===== src/rtl/maxpool2x2_sa_if.sv =====
// Stream bundle between the activation stage, the 2x2 max-pool block and the output buffer.
// master: upstream/testbench side; slave: the pooling block.
interface maxpool2x2_sa_if #(
    parameter int DATA_W = 8,
    parameter int ADDR_W = 10
);
    logic              act_valid_i;
    logic [DATA_W-1:0] act_result_i;
    logic [ADDR_W-1:0] act_result_address_i;
    logic              act_last_i;

    logic              pool_valid_o;
    logic [DATA_W-1:0] pool_result_o;
    logic [ADDR_W-1:0] pool_result_address_o;
    logic              pool_last_o;

    modport master (
        output act_valid_i, act_result_i, act_result_address_i, act_last_i,
        input  pool_valid_o, pool_result_o, pool_result_address_o, pool_last_o
    );

    modport slave (
        input  act_valid_i, act_result_i, act_result_address_i, act_last_i,
        output pool_valid_o, pool_result_o, pool_result_address_o, pool_last_o
    );
endinterface


===== src/rtl/maxpool2x2_sa.sv =====
// 2x2 stride-2 max pooling over a row-major sign-magnitude feature map, one line buffer of partial maxima.
// Optional sticky frame-error flag err_o when MAXPOOL_ERR_EN is defined.
//
// state | meaning
// IDLE  | no frame in progress, counters at 0
// RUN   | frame in progress
module maxpool2x2_sa #(
    parameter int DATA_W = 8,
    parameter int ADDR_W = 10,
    parameter int FMAP_W = 4,
    parameter int FMAP_H = 4
) (
    input  logic           clk,
    input  logic           rst,
    maxpool2x2_sa_if.slave p
`ifdef MAXPOOL_ERR_EN
    ,
    output logic           err_o
`endif
);

    localparam int CW = $clog2(FMAP_W);
    localparam int RW = $clog2(FMAP_H);
    localparam int LD = FMAP_W / 2;
    localparam int LW = (LD > 1) ? $clog2(LD) : 1;
    localparam logic [CW-1:0] COL_LAST = CW'(FMAP_W - 1);
    localparam logic [RW-1:0] ROW_LAST = RW'(FMAP_H - 1);

    typedef enum logic {IDLE, RUN} state_t;

    state_t            state_q, state_d;
    logic [CW-1:0]     col_q, col_d;
    logic [RW-1:0]     row_q, row_d;
    logic [ADDR_W-1:0] out_idx_q, out_idx_d;
    logic [DATA_W-1:0] pair_q, pair_d;
    logic [DATA_W-1:0] line_buf_q [LD];

    logic              pool_valid_q;
    logic [DATA_W-1:0] pool_result_q;
    logic [ADDR_W-1:0] pool_addr_q;
    logic              pool_last_q;

    logic [LW-1:0]     lb_idx;
    logic [DATA_W-1:0] h_max, win_max;
    logic              final_pos, premature;
    logic              emit, emit_last, lb_we;
    logic              unused_addr;

    assign unused_addr = ^p.act_result_address_i;

    // -0 is treated as non-negative so that +0/-0 compare equal and the tie keeps a.
    function automatic logic [DATA_W-1:0] sm_max(input logic [DATA_W-1:0] a,
                                                 input logic [DATA_W-1:0] b);
        logic a_neg, b_neg, b_wins;
        a_neg = a[DATA_W-1] && (a[DATA_W-2:0] != '0);
        b_neg = b[DATA_W-1] && (b[DATA_W-2:0] != '0);
        if (a_neg != b_neg)
            b_wins = a_neg;
        else if (!a_neg)
            b_wins = b[DATA_W-2:0] > a[DATA_W-2:0];
        else
            b_wins = b[DATA_W-2:0] < a[DATA_W-2:0];
        return b_wins ? b : a;
    endfunction

    assign lb_idx    = LW'(col_q >> 1);
    assign h_max     = sm_max(pair_q, p.act_result_i);
    assign win_max   = sm_max(line_buf_q[lb_idx], h_max);
    assign final_pos = (col_q == COL_LAST) && (row_q == ROW_LAST);
    assign premature = p.act_last_i && !final_pos;

    always_comb begin
        state_d   = state_q;
        col_d     = col_q;
        row_d     = row_q;
        out_idx_d = out_idx_q;
        pair_d    = pair_q;
        emit      = 1'b0;
        emit_last = 1'b0;
        lb_we     = 1'b0;
        if (p.act_valid_i) begin
            if (state_q == IDLE)
                state_d = RUN;
            if (premature) begin
                state_d   = IDLE;
                col_d     = '0;
                row_d     = '0;
                out_idx_d = '0;
            end else begin
                if (!col_q[0])
                    pair_d = p.act_result_i;
                else if (!row_q[0])
                    lb_we = 1'b1;
                else begin
                    emit      = 1'b1;
                    out_idx_d = out_idx_q + ADDR_W'(1);
                end
                if (final_pos) begin
                    state_d   = IDLE;
                    col_d     = '0;
                    row_d     = '0;
                    out_idx_d = '0;
                    emit_last = 1'b1;
                end else if (col_q == COL_LAST) begin
                    col_d = '0;
                    row_d = row_q + RW'(1);
                end else begin
                    col_d = col_q + CW'(1);
                end
            end
        end
    end

    always_ff @(posedge clk) begin
        if (rst) begin
            state_q       <= IDLE;
            col_q         <= '0;
            row_q         <= '0;
            out_idx_q     <= '0;
            pair_q        <= '0;
            pool_valid_q  <= 1'b0;
            pool_result_q <= '0;
            pool_addr_q   <= '0;
            pool_last_q   <= 1'b0;
        end else begin
            state_q      <= state_d;
            col_q        <= col_d;
            row_q        <= row_d;
            out_idx_q    <= out_idx_d;
            pair_q       <= pair_d;
            pool_valid_q <= emit;
            if (emit) begin
                pool_result_q <= win_max;
                pool_addr_q   <= out_idx_q + ADDR_W'(1);
                pool_last_q   <= emit_last;
            end
        end
    end

    // Contents need no reset: odd rows only read entries written on the preceding even row.
    always_ff @(posedge clk) begin
        if (lb_we && !rst)
            line_buf_q[lb_idx] <= h_max;
    end

    assign p.pool_valid_o          = pool_valid_q;
    assign p.pool_result_o         = pool_result_q;
    assign p.pool_result_address_o = pool_addr_q;
    assign p.pool_last_o           = pool_last_q;

`ifdef MAXPOOL_ERR_EN
    logic err_q;
    logic err_set;

    assign err_set = p.act_valid_i && (premature || (final_pos && !p.act_last_i));

    always_ff @(posedge clk) begin
        if (rst)
            err_q <= 1'b0;
        else if (err_set)
            err_q <= 1'b1;
    end

    assign err_o = err_q;
`endif

endmodule


===== src/flat_wrapper.sv =====
// flat-port wrapper written by rule: the top's interface ports become plain ports
module maxpool2x2_sa_flat 
#(
    parameter int DATA_W = 8,
    parameter int ADDR_W = 10,
    parameter int FMAP_W = 4,
    parameter int FMAP_H = 4
)
  (clk, rst, p_act_valid_i, p_act_result_i, p_act_result_address_i, p_act_last_i, p_pool_valid_o, p_pool_result_o, p_pool_result_address_o, p_pool_last_o);
  maxpool2x2_sa_if #(.DATA_W(DATA_W), .ADDR_W(ADDR_W)) p_i ();
  input  logic clk;
  input  logic rst;
  input wire logic [$bits(p_i.act_valid_i)-1:0] p_act_valid_i;
  input wire logic [$bits(p_i.act_result_i)-1:0] p_act_result_i;
  input wire logic [$bits(p_i.act_result_address_i)-1:0] p_act_result_address_i;
  input wire logic [$bits(p_i.act_last_i)-1:0] p_act_last_i;
  output wire logic [$bits(p_i.pool_valid_o)-1:0] p_pool_valid_o;
  output wire logic [$bits(p_i.pool_result_o)-1:0] p_pool_result_o;
  output wire logic [$bits(p_i.pool_result_address_o)-1:0] p_pool_result_address_o;
  output wire logic [$bits(p_i.pool_last_o)-1:0] p_pool_last_o;
  assign p_i.act_valid_i = p_act_valid_i;
  assign p_i.act_result_i = p_act_result_i;
  assign p_i.act_result_address_i = p_act_result_address_i;
  assign p_i.act_last_i = p_act_last_i;
  assign p_pool_valid_o = p_i.pool_valid_o;
  assign p_pool_result_o = p_i.pool_result_o;
  assign p_pool_result_address_o = p_i.pool_result_address_o;
  assign p_pool_last_o = p_i.pool_last_o;
  maxpool2x2_sa #(.DATA_W(DATA_W), .ADDR_W(ADDR_W), .FMAP_W(FMAP_W), .FMAP_H(FMAP_H)) u_core (.clk(clk), .rst(rst), .p(p_i));
endmodule

===== config.mk =====
export PLATFORM = sky130hd
export DESIGN_NAME = maxpool2x2_sa_flat
export DESIGN_NICKNAME = d
export VERILOG_FILES = /design/src/rtl/maxpool2x2_sa_if.sv /design/src/rtl/maxpool2x2_sa.sv /design/src/flat_wrapper.sv
export SDC_FILE = /design/constraint.sdc
export NUM_CORES = 1
export LEC_CHECK = 0
export BUFFER_PORTS_ARGS = -buffer_cell sky130_fd_sc_hd__buf_2
export CORE_UTILIZATION = 62
export DETAILED_ROUTE_END_ITERATION = 10
export GPL_TIMING_DRIVEN = 1
export PLACE_DENSITY_LB_ADDON = 0.12
export SLEW_MARGIN = 20
export SYNTH_ARGS = -nofsm -noshare
export SYNTH_HDL_FRONTEND = slang
export SYNTH_SLANG_ARGS = --single-unit

===== constraint.sdc =====
create_clock -name clk -period 8.5 [get_ports clk]
set_input_delay 0.425 -clock clk [delete_from_list [all_inputs] [get_ports clk]]
set_output_delay 0.425 -clock clk [all_outputs]
set_load 0.02 [all_outputs]

# Yosys cells after proc, flatten, opt, wreduce, memory -nomap -nowiden
# Memories as Yosys holds them, arrays and structs flattened. A register that Yosys moved wholly into a read port is not among the register bits.
# Cells that the tools add are included.
[word_totals]
reg_bits = 42
mem_bits_rw = 16
word_cells = 72
output_inout_bits = 20
mem_count = 1
inputBits = 22
[op_classes]
bitwise_logic = 2
eq_ne = 4
reduce_logical = 19
muxes = 31
order_cmp = 4
add_sub_neg = 3
[memory_table]
columns = ["name", "words", "width", "read_ports", "rd_ports_with_merged_regs", "write_ports", "line", "text"]
rows = [
  ["u_core.line_buf_q", 2, 8, 1, 1, 1, "maxpool2x2_sa.sv:36", "logic [DATA_W-1:0] line_buf_q [LD];"],
]
[op_table]
columns = ["cell", "n"]
rows = [
  ["2-to-1 mux 10 bit", 4],
  ["nonzero test 7 bit", 4],
  ["2-to-1 mux 1 bit", 19],
  ["2-to-1 mux 8 bit", 2],
  ["greater-than comparator 7 bit", 2],
  ["< comparator 7 bit", 2],
  ["2-to-1 mux 2 bit", 6],
  ["adder 10 x 1 -> 10 bit, second input constant", 1],
  ["nonzero test 3 bit", 3],
  ["logical AND 1 bit", 7],
  ["AND reduction 3 bit", 2],
  ["adder 2 x 1 -> 2 bit, second input constant", 2],
  ["== test 2 bit, second input constant", 2],
  ["zero test 1 bit", 2],
  ["!= test 1 bit", 2],
  ["NOT 1 bit", 2],
  ["AND reduction 2 bit", 1],
]

# Longest topological paths before layout
# Gate-level depths: netlist of the first run.
[depth]
word_depth = 10
depth_mapped = 17
mapped_depth_nobuf = 16

# Worst setup path after synthesis of the first run
# No wires, ideal clock.
[synth_timing]
path_kind = "register -> register"
startpoint = "register u_core.pair_q[2]"
endpoint = "register u_core.pool_result_q[0] (netlist: u_core.p.pool_result_o[0])"
synth_period_minus_slack_ns = 3.616
setup_ns = 0.084
path_stages_with_launch = 16
t_arrival_ns = 3.531
slack_ns = 4.884
cell_sequence = "dfxtp_1 > inv_1 > ha_1 > a21oi_1 > a21oi_1 > o21ai_0 > o2bb2ai_4 > mux2_2 > ha_1 > or4_1 > o22ai_1 > o21ai_2 > o31ai_2 > buf_6 > nor2_2 > o31ai_2"
[synth_via]
elab_chain_len = 10
[synth_rtl]
columns = ["element", "line", "text"]
rows = [
  ["start, declared", "maxpool2x2_sa.sv:35", "logic [DATA_W-1:0] pair_q, pair_d;"],
  ["start signal, assigned", "maxpool2x2_sa.sv:130", "pair_q <= pair_d;"],
  ["parallel branches: the longest is 3 deep, another holds greater-than comparator 7 bit", "n/a", ""],
  ["2-to-1 mux 1 bit (*)", "maxpool2x2_sa.sv:57", "if (a_neg != b_neg)"],
  ["2-to-1 mux 8 bit (*)", "maxpool2x2_sa.sv:63", "return b_wins ? b : a;"],
  ["named net u_core.h_max[4]", "maxpool2x2_sa.sv:44", "logic [DATA_W-1:0] h_max, win_max;"],
  ["parallel branches: the longest is 3 deep, another holds greater-than comparator 7 bit", "n/a", ""],
  ["2-to-1 mux 1 bit (*)", "maxpool2x2_sa.sv:57", ""],
  ["2-to-1 mux 8 bit (*)", "maxpool2x2_sa.sv:63", ""],
  ["end signal, assigned", "maxpool2x2_sa.sv:133", "pool_result_q <= win_max;"],
  ["end, declared", "maxpool2x2_sa.sv:39", "logic [DATA_W-1:0] pool_result_q;"],
]
# Mark *: on every way through the listed nets, which the timed path passes.
# A chain may end at the register's enable or synchronous reset.

# Worst setup path in the final report of the first run
[layout_timing]
startpoint = "register u_core.pair_q[2]"
endpoint = "register u_core.pool_result_q[7] (netlist: u_core.p.pool_result_o[7])"
# Same word-level chain as after synthesis.

==> results.cfg, run 1 <==
[synthesis]
ys_warn_count = 0
ys.flop_type = dfxtp_1
synth_fa_ha_area_frac = 0.0693
synth_top_family_by_area = simple AND/OR/NAND/NOR gates
synth_top_cells_by_count = dfxtp_1 (43), nor2_1 (43), a21oi_1 (21)
ys_top_cells_by_area = dfxtp_1 (28%), edfxtp_1 (16%), ha_1 (6.9%)
synth_compound_area_frac = 0.155
ys_ff_latch = 59
synthesis.area_um2 = 3070
async_flop_share = 0
syn_inst = 313
synth_cell_type_count = 48
yosysSeqAreaShare = 0.437
synth_simple_gate_area_frac = 0.188
synthXorXnorAreaFrac = 0.0228
synth_area_per_cell_um2 = 9.80
synth_mux_area_frac = 0.0897
yosysTopAreaCellShare = 0.281
yosys.area.top_type = dfxtp_1
synth-edff-count = 16
synth_fp_nets = 352

[sta]
relSlewSlack = 0.397
tns_ps = 0
finalSetupViolations = 0
hold_violations = 0
drv_slew = 0
fin_skew_ps = 9.44
min_period_over_period = 0.492
max_clock_freq_mhz = 239
rsz0062_at_grt = false
worst_pin_slew_ps = 903
hold_slack_ps = 382
period_needed_ps = 4180

[die]
start_util = 0.645
io-pin-count = 42
rows = 25
die_area_um2 = 5230
dieWidth_um = 72.3
core_um2 = 4750
die_y_um = 72.3

[critical_path]
crit_fanout = 13
start_kind = register
worstPathArrival_ps = 4380
rr_worst_depth = 14
endpoint_kind = register
cp.required_ps = 8700
criticalPathCategory = reg -> reg

[grt]
antenna_found_initial = 0
overflow = 0
grt_pass1_vias = 2152
grtUsageTotal = 0.261
grt_first_pass_wirelength_um = 10300
grt_max_degree = 45

[clocking]
hold_buffers = 0
htree_levels = 3
cts_tree = yes
cts_root_buf = clkbuf_8
cts.reportedPaths.clkPinSlew_ps = 70
clkSinkCount = 59
post-cts-setup-buffer-count = 0
clockBufferDepth = 2
clkLatencyLatePin_ps = 340
cts_resized = 0
cts_made_buffers = 9

[detailed_routing]
drc = 0
postRouteAntennaNets = 0
dr_wl_met2_um = 2840
drt_iter0_drc = 119
vias_per_cell = 5.69
met3_length_um = 217
dr.max_layer_used = met4
vias = 2368
wl_per_cell_um = 15.0
wl_met1_um = 3090
firstDrtPassIters = 5
wl_um = 6260

[layout]
final_net_count = 383
antenna_cells = 0
drive_gt1_frac = 0.198
stdcell_count = 416
syn2layout_area_growth_pct = 12.7

[place]
dpl.cell_count = 400
dp_hpwl_um = 4410
gp_congestion = 0.882
io_buffers = 31

[min_path]
min_path_type = in -> reg
min_path_cells = 3

[power_and_ir_drop]
power_density_nw_per_um2 = 180
ir_worst_vdd_uv = 120
p_leak_nw = 1.39

[run]
max_cap_viol_count = 0

[outcome]
outcome = finished, final reports clean
[metal layers]
layer,global-route usage,vias to the layer above
met3,0.0625,9
met2,0.405,59
met4,0.0980,0
met1,0.354,1097
li1,-,1203
met5,0,-
[final timing paths]
| path | start | to | slack [ps] |
|---|---|---|---|
| max | u_core.pair_q[2]$_SDFFE_PP0P_ | u_core.p.pool_result_o[7]$_SDFFE_PP0P_ | 4320 |
| min | p_act_result_i[6] | u_core.pair_q[6]$_SDFFE_PP0P_ | 380 |
| max reg2reg | u_core.pair_q[2]$_SDFFE_PP0P_ | u_core.p.pool_result_o[7]$_SDFFE_PP0P_ | 4320 |
| min reg2reg | u_core.p.pool_result_o[7]$_SDFFE_PP0P_ | u_core.p.pool_result_o[7]$_SDFFE_PP0P_ | 460 |
[per-stage QoR]
step / worst slack (ps) / instance area, um2 / power [mW] / util
finish: 4320 / 3460 / 0.621 / 0.727
global route: 4090 / 3460 / 0.644 / 0.727
CTS: 4340 / 3460 / 0.625 / 0.727
detailed placement: 4280 / 3260 / 0.376 / 0.685
global placement: 4290 / 3260 / 0.374 / 0.685
floorplan: 4880 / 3070 / 0.359 / -
[report_power, final]
| group | leakage, nW | internal, mW | total (mW) | switching [mW] |
|---|---|---|---|---|
| logic | 0.787 | 0.0306 | 0.0739 | 0.0433 |
| clock network | 0.105 | 0.139 | 0.250 | 0.111 |
| registers | 0.496 | 0.293 | 0.297 | 0.00414 |
[kinds of logic (layout without fill, tap and decap cells)]
group,after synthesis,in the layout
compound gates,67,67
xor+xnor,8,8
fa+ha+maj,17,17
buf+inv,27,63
flops,59,59
mux,26,26
simple gates,109,109
[sequential cells by signal, indices dropped and copies added (netlist names), named ones only]
| name | cells |
|---|---|
| u_core.line_buf_q | 16 |
| u_core.out_idx_q | 10 |
| u_core.p.pool_result_address_o | 10 |
| u_core.p.pool_result_o | 8 |
| u_core.pair_q | 8 |
| u_core.col_q | 2 |
| u_core.row_q | 2 |
| u_core.p.pool_last_o | 1 |
| u_core.p.pool_valid_o | 1 |
[critical path, cell delays in order (launching register included)]
cell       delay [ps]
dfxtp_1           440
inv_1              80
ha_1              320
a21oi_1           150
a21oi_1           100
o21ai_0           480
o2bb2ai_4         260
mux2_2            450
ha_1              230
or4_1             510
o22ai_1           280
o21ai_2           140
o31ai_2           240
a221o_1           290
a21oi_1            70
[final cells by class]
type                            count  area, um2
Tap cell                           67       83.8
Timing Repair Buffer               33        170
Sequential cell                    59       1340
Multi-Input combinational cell    227       1610
Clock inverter                      3       18.8
Fill cell                         386       1300
Clock buffer                       13        180
Inverter                           14       52.6
[placed cells by master (no fill, tap or decap), drive strengths merged, types with 3 or more instances in the layout]
cell type,instances
nor2,44
dfxtp,43
buf,33
a21oi,21
mux2i,17
ha,17
edfxtp,16
nand2,15
o21ai,15
inv,14
clkbuf,13
nand3b,12
a211oi,9
mux2,9
and3,7
xnor2,7
nand3,6
nor3,6
a21o,5
or4,4
nor4,3
o31ai,3
clkinv,3
No activity file was read; power rests on OpenSTA's default activity.
==> run 2: changes to the inputs <==
--- a/config.mk
+++ b/config.mk
@@ -6,7 +6,7 @@
 export NUM_CORES = 1
 export LEC_CHECK = 0
 export BUFFER_PORTS_ARGS = -buffer_cell sky130_fd_sc_hd__buf_2
-export CORE_UTILIZATION = 62
+export CORE_UTILIZATION = 57
 export DETAILED_ROUTE_END_ITERATION = 10
 export GPL_TIMING_DRIVEN = 1
 export PLACE_DENSITY_LB_ADDON = 0.12
==> constraint.sdc (replaced) <==
create_clock -name clk -period 4.4 [get_ports clk]
set_input_delay 0.22 -clock clk [delete_from_list [all_inputs] [get_ports clk]]
set_output_delay 0.22 -clock clk [all_outputs]
set_load 0.02 [all_outputs]
==> run 2 against run 1 <==
  * Via count is 0.21% lower
  * Count of clock-buffer cells in the layout is 1 lower
  * Sequential power is 93% higher
  * Global-route usage is 2.7 points lower
  * Flip-flop and latch count stayed put
  * Final area is 0.29% higher
  * Non-clock buffer count stayed put
  * Die area is 8.5% higher
  * Core utilization is 5.3 points lower
  * Combinational power is 92% higher
==> results.cfg, run 2 (synthesized netlist as in run 1, its figures left out) <==
[die]
rows = 26
dieWidth_um = 75.4
io-pin-count = 42
die_area_um2 = 5680
start_util = 0.597
core_um2 = 5140
die_y_um = 75.4

[detailed_routing]
wl_um = 6220
vias = 2363
postRouteAntennaNets = 0
drt_iter0_drc = 129
wl_per_cell_um = 14.9
vias_per_cell = 5.65
firstDrtPassIters = 4
drc = 0

[layout]
drive_gt1_frac = 0.198
final_net_count = 383
syn2layout_area_growth_pct = 13.0
fillCellCount = 461
largest_reg_flops = 16
regMostFlops = u_core.line_buf_q
fin_util = 0.675
antenna_cells = 0
layout_common_cells = nor2_1 (43), dfxtp_1 (43), buf_2 (31)

[grt]
grt_first_pass_wirelength_um = 9680
grt_max_degree = 45
grtUsageTotal = 0.234
overflow = 0
antenna_found_initial = 0
grt_pass1_vias = 2002

[place]
pre_cts_ws_ps = 327
io_buffers = 31
dp_hpwl_um = 4450
gp_congestion = 0.926

[power_and_ir_drop]
power_mw = 1.21
intPower_uw = 908
p_sw_frac = 0.251
combPwrFrac = 0.117
seq_power_share = 0.473
power_density_nw_per_um2 = 350
ir_worst_vdd_uv = 202
p_leak_nw = 1.39
switchingPower_uw = 304
pwr-share-clk = 0.409

[clocking]
clkLatencyLatePin_ps = 340
clockBufferDepth = 2
htree_levels = 3
post-cts-setup-buffer-count = 0
cts_tree = yes
hold_buffers = 0
cts_resized = 0
cts_root_buf = clkbuf_8
clkSinkCount = 59
cts_made_buffers = 9
cts.reportedPaths.clkPinSlew_ps = 60

[sta]
period_needed_ps = 4120
finalSetupViolations = 0
worst_pin_slew_ps = 958
fin_skew_ps = 7.46
max_clock_freq_mhz = 242
layout_setup_ws_ps = 275
hold_slack_ps = 177
min_period_over_period = 0.937
tns_ps = 0
hold_violations = 0
rsz0062_at_grt = false
relSlewSlack = 0.360
drv_slew = 0

[critical_path]
criticalPathCategory = reg -> reg
start_kind = register
crit_fanout = 13
endpoint_kind = register
cp.required_ps = 4590
worstPathArrival_ps = 4310

[outcome]
outcome = finished, final reports clean

[min_path]
min_path_type = in -> reg

[run]
max_cap_viol_count = 0
## run 2: power groups by stage
stage	clock network, mW	logic (mW)	registers, mW
2_1_floorplan	0	0.110	0.583
3_3_place_gp	0	0.137	0.586
3_5_place_dp	0	0.140	0.586
4_1_cts	0.503	0.141	0.574
5_1_grt	0.530	0.157	0.575
6_report	0.496	0.142	0.574
## run 2: cell type report
type                            instances  area (um2)  area share
Timing Repair Buffer                   33         170      0.0491
Tap cell                               70        87.6      0.0253
Clock inverter                          3        17.5     0.00505
Sequential cell                        59        1340       0.387
Inverter                               14        52.6      0.0152
Multi-Input combinational cell        227        1610       0.464
Clock buffer                           12         188      0.0541
## run 2: metal layers
layer,part of all wire,vias up,GRT usage,routed length [um]
li1,-,1195,-,-
met5,0,-,0,0
met1,0.51,1120,0.343,3160
met4,0.0095,0,0.0679,59
met3,0.037,6,0.0595,230
met2,0.44,42,0.340,2770
## run 2: per-stage QoR
step	instance area, um2	cells
final	3470	418
after global routing	3470	418
after CTS	3470	418
after detailed placement	3260	403
after global placement	3260	403
after floorplan	3070	313
## run 2: worst max-delay path, cell delays in order (launching register included)
cell,delay [ps]
dfxtp_1,450
inv_1,70
ha_1,300
a21oi_1,140
a21oi_1,90
o21ai_0,450
o2bb2ai_4,250
mux2_2,440
ha_1,230
or4_1,520
o22ai_1,290
o21ai_2,150
o31ai_2,240
a221o_1,290
a21oi_1,70
## run 2: worst paths after layout
kind                                                     from  slack [ps]                                     end  cells past startpoint
worst min-delay path                        p_act_result_i[0]         180           u_core.pair_q[0]$_SDFFE_PP0P_                      3
worst max register to register  u_core.pair_q[2]$_SDFFE_PP0P_         280  u_core.p.pool_result_o[7]$_SDFFE_PP0P_                     14
worst max-delay path            u_core.pair_q[2]$_SDFFE_PP0P_         280  u_core.p.pool_result_o[7]$_SDFFE_PP0P_                     14
worst min register to register   u_core.row_q[1]$_SDFFE_PP0P_         460            u_core.row_q[1]$_SDFFE_PP0P_                      2
==> run 3: changes to the inputs <==
--- a/config.mk
+++ b/config.mk
@@ -5,6 +5,7 @@
 export SDC_FILE = /design/constraint.sdc
 export NUM_CORES = 1
 export LEC_CHECK = 0
+export ABC_AREA = 1
 export BUFFER_PORTS_ARGS = -buffer_cell sky130_fd_sc_hd__buf_2
 export CORE_UTILIZATION = 57
 export DETAILED_ROUTE_END_ITERATION = 10
==> run 3 against run 2 <==
  * Power increased by 11%
  * First-iteration DRC count decreased by 7.0%
  * Count of clock-buffer cells in the layout increased by 1
  * Core utilization increased by 0.85 points
  * Critical path type unchanged
==> results.cfg, run 3 <==
[synthesis]
synth_cell_type_count = 32
synth_fp_nets = 417
yosysTopAreaCellShare = 0.280
synth_top_cells_by_count = nand2_1 (68), dfxtp_1 (43), a21oi_1 (40), inv_1 (40), nand3_1 (27)
synth_most_common_cell = nand2_1
synth_area_per_cell_um2 = 8.15
ys_warn_count = 0
yosysSeqAreaShare = 0.436
yosys.area.top_type = dfxtp_1
ys_top_cells_by_area = dfxtp_1 (28%), edfxtp_1 (16%), nand2_1 (8.3%)
synth-edff-count = 16
synthesis.area_um2 = 3080
async_flop_share = 0
syn_inst = 378
ys_ff_latch = 59
ys.flop_type = dfxtp_1

[detailed_routing]
wl_per_cell_um = 13.2
drc = 0
wl_um = 6430
vias = 2536
firstDrtPassIters = 4
drt_iter0_drc = 120
vias_per_cell = 5.22
postRouteAntennaNets = 0

[clocking]
hold_buffers = 0
post-cts-setup-buffer-count = 0
cts_tree = yes
cts_resized = 0
clockBufferDepth = 2
cts_root_buf = clkbuf_8
cts_made_buffers = 9
clkLatencyLatePin_ps = 340
cts.reportedPaths.clkPinSlew_ps = 70
clkSinkCount = 59
htree_levels = 3

[grt]
grtUsageTotal = 0.248
use_met1 = 0.321
grt_pass1_vias = 2256
use_met2 = 0.397
use_met3 = 0.0357
grt.busiest_layer = met2
grt_first_pass_wirelength_um = 10300
antenna_found_initial = 0
grt_max_degree = 26
overflow = 0

[die]
die_y_um = 75.5
core_um2 = 5140
rows = 26
die_area_um2 = 5700
io-pin-count = 42
start_util = 0.599
dieWidth_um = 75.5

[place]
gp_congestion = 0.855
io_buffers = 31
dp_hpwl_um = 4480

[layout]
final_common_cell = nand2_1
syn2layout_area_growth_pct = 14.0
regArea_um2 = 1340
regMostFlops = u_core.line_buf_q
final_net_count = 450
antenna_cells = 0
largest_reg_flops = 16
fin_util = 0.683
multi_input_area_um2 = 1510
fillCellCount = 464
layout_common_cells = nand2_1 (68), dfxtp_1 (43), inv_1 (40), a21oi_1 (40), buf_2 (31)
drive_gt1_frac = 0.221

[sta]
relSlewSlack = 0.518
hold_violations = 0
drv_slew = 0
fin_skew_ps = 9.51
rsz0062_at_grt = false
min_period_over_period = 0.721
finalSetupViolations = 0
tns_ps = 0
period_needed_ps = 3170
max_clock_freq_mhz = 315
worst_pin_slew_ps = 721

[critical_path]
critPathSlowestCell = dfxtp_1
crit_fanout = 10
worstPathArrival_ps = 3440
endpoint_kind = register
critical_path.max_stage_delay_ps = 340
cp.required_ps = 4670
cpMostUsedCell = nand2_1
start_kind = register
crit_buf_inv = 3
criticalPathCategory = reg -> reg
crit_family = simple AND/OR/NAND/NOR gates

[outcome]
outcome = finished, final reports clean

[power_and_ir_drop]
p_leak_nw = 1.56
ir_worst_vdd_uv = 229
power_density_nw_per_um2 = 383

[run]
max_cap_viol_count = 0

[min_path]
min_path_type = in -> reg
==> run 3: area by class of cell <==
type / count / area share
Inverter: 51 / 0.0545
Multi-Input combinational cell: 258 / 0.429
Sequential cell: 59 / 0.382
Timing Repair Buffer: 32 / 0.0463
Clock buffer: 13 / 0.0513
Clock inverter: 3 / 0.0121
Tap cell: 70 / 0.0249
==> run 3: cells by family (layout without fill, tap and decap cells) <==
group / count (synthesis) / in the layout / synth area share
flops: 59 / 59 / 0.436
compound gates: 72 / 72 / 0.127
fa+ha+maj: 17 / 17 / 0.0691
xor+xnor: 7 / 7 / 0.0199
mux: 7 / 7 / 0.0228
simple gates: 155 / 155 / 0.248
buf+inv: 61 / 99 / 0.0772
==> run 3: through the flow <==
stage | power, mW | worst slack, ps | std cells | hold slack (ps) | area, um2
floorplan | 0.770 | 1640 | 378 | 289 | 3080
global placement | 0.810 | 1360 | 470 | 451 | 3290
detailed placement | 0.817 | 1270 | 470 | 455 | 3290
CTS | 1.35 | 1220 | 486 | 124 | 3510
global route | 1.41 | 882 | 486 | 159 | 3510
finish | 1.35 | 1230 | 486 | 136 | 3510
==> run 3: final timing paths <==
| path | from | to | slack (ps) | cells past startpoint |
|---|---|---|---|---|
| max | u_core.pair_q[5]$_SDFFE_PP0P_ | u_core.p.pool_result_o[2]$_SDFFE_PP0P_ | 1230 | 25 |
| min | p_act_valid_i | u_core.col_q[0]$_SDFFE_PP0P_ | 140 | 2 |
| max reg2reg | u_core.pair_q[5]$_SDFFE_PP0P_ | u_core.p.pool_result_o[2]$_SDFFE_PP0P_ | 1230 | 25 |
| min reg2reg | u_core.p.pool_result_o[0]$_SDFFE_PP0P_ | u_core.p.pool_result_o[0]$_SDFFE_PP0P_ | 460 | 2 |
==> run 3: power by group <==
group	internal [mW]	switching (mW)	total (mW)
Sequential	0.574	0.00646	0.580
Combinational	0.0736	0.154	0.227
Clock	0.326	0.212	0.538
Total	0.973	0.372	1.35
==> run 3: metal layers <==
layer / vias up / wire length [um]
li1: 1316 / -
met1: 1155 / 3130
met2: 52 / 2940
met3: 13 / 180
met4: 0 / 176
met5: - / 0
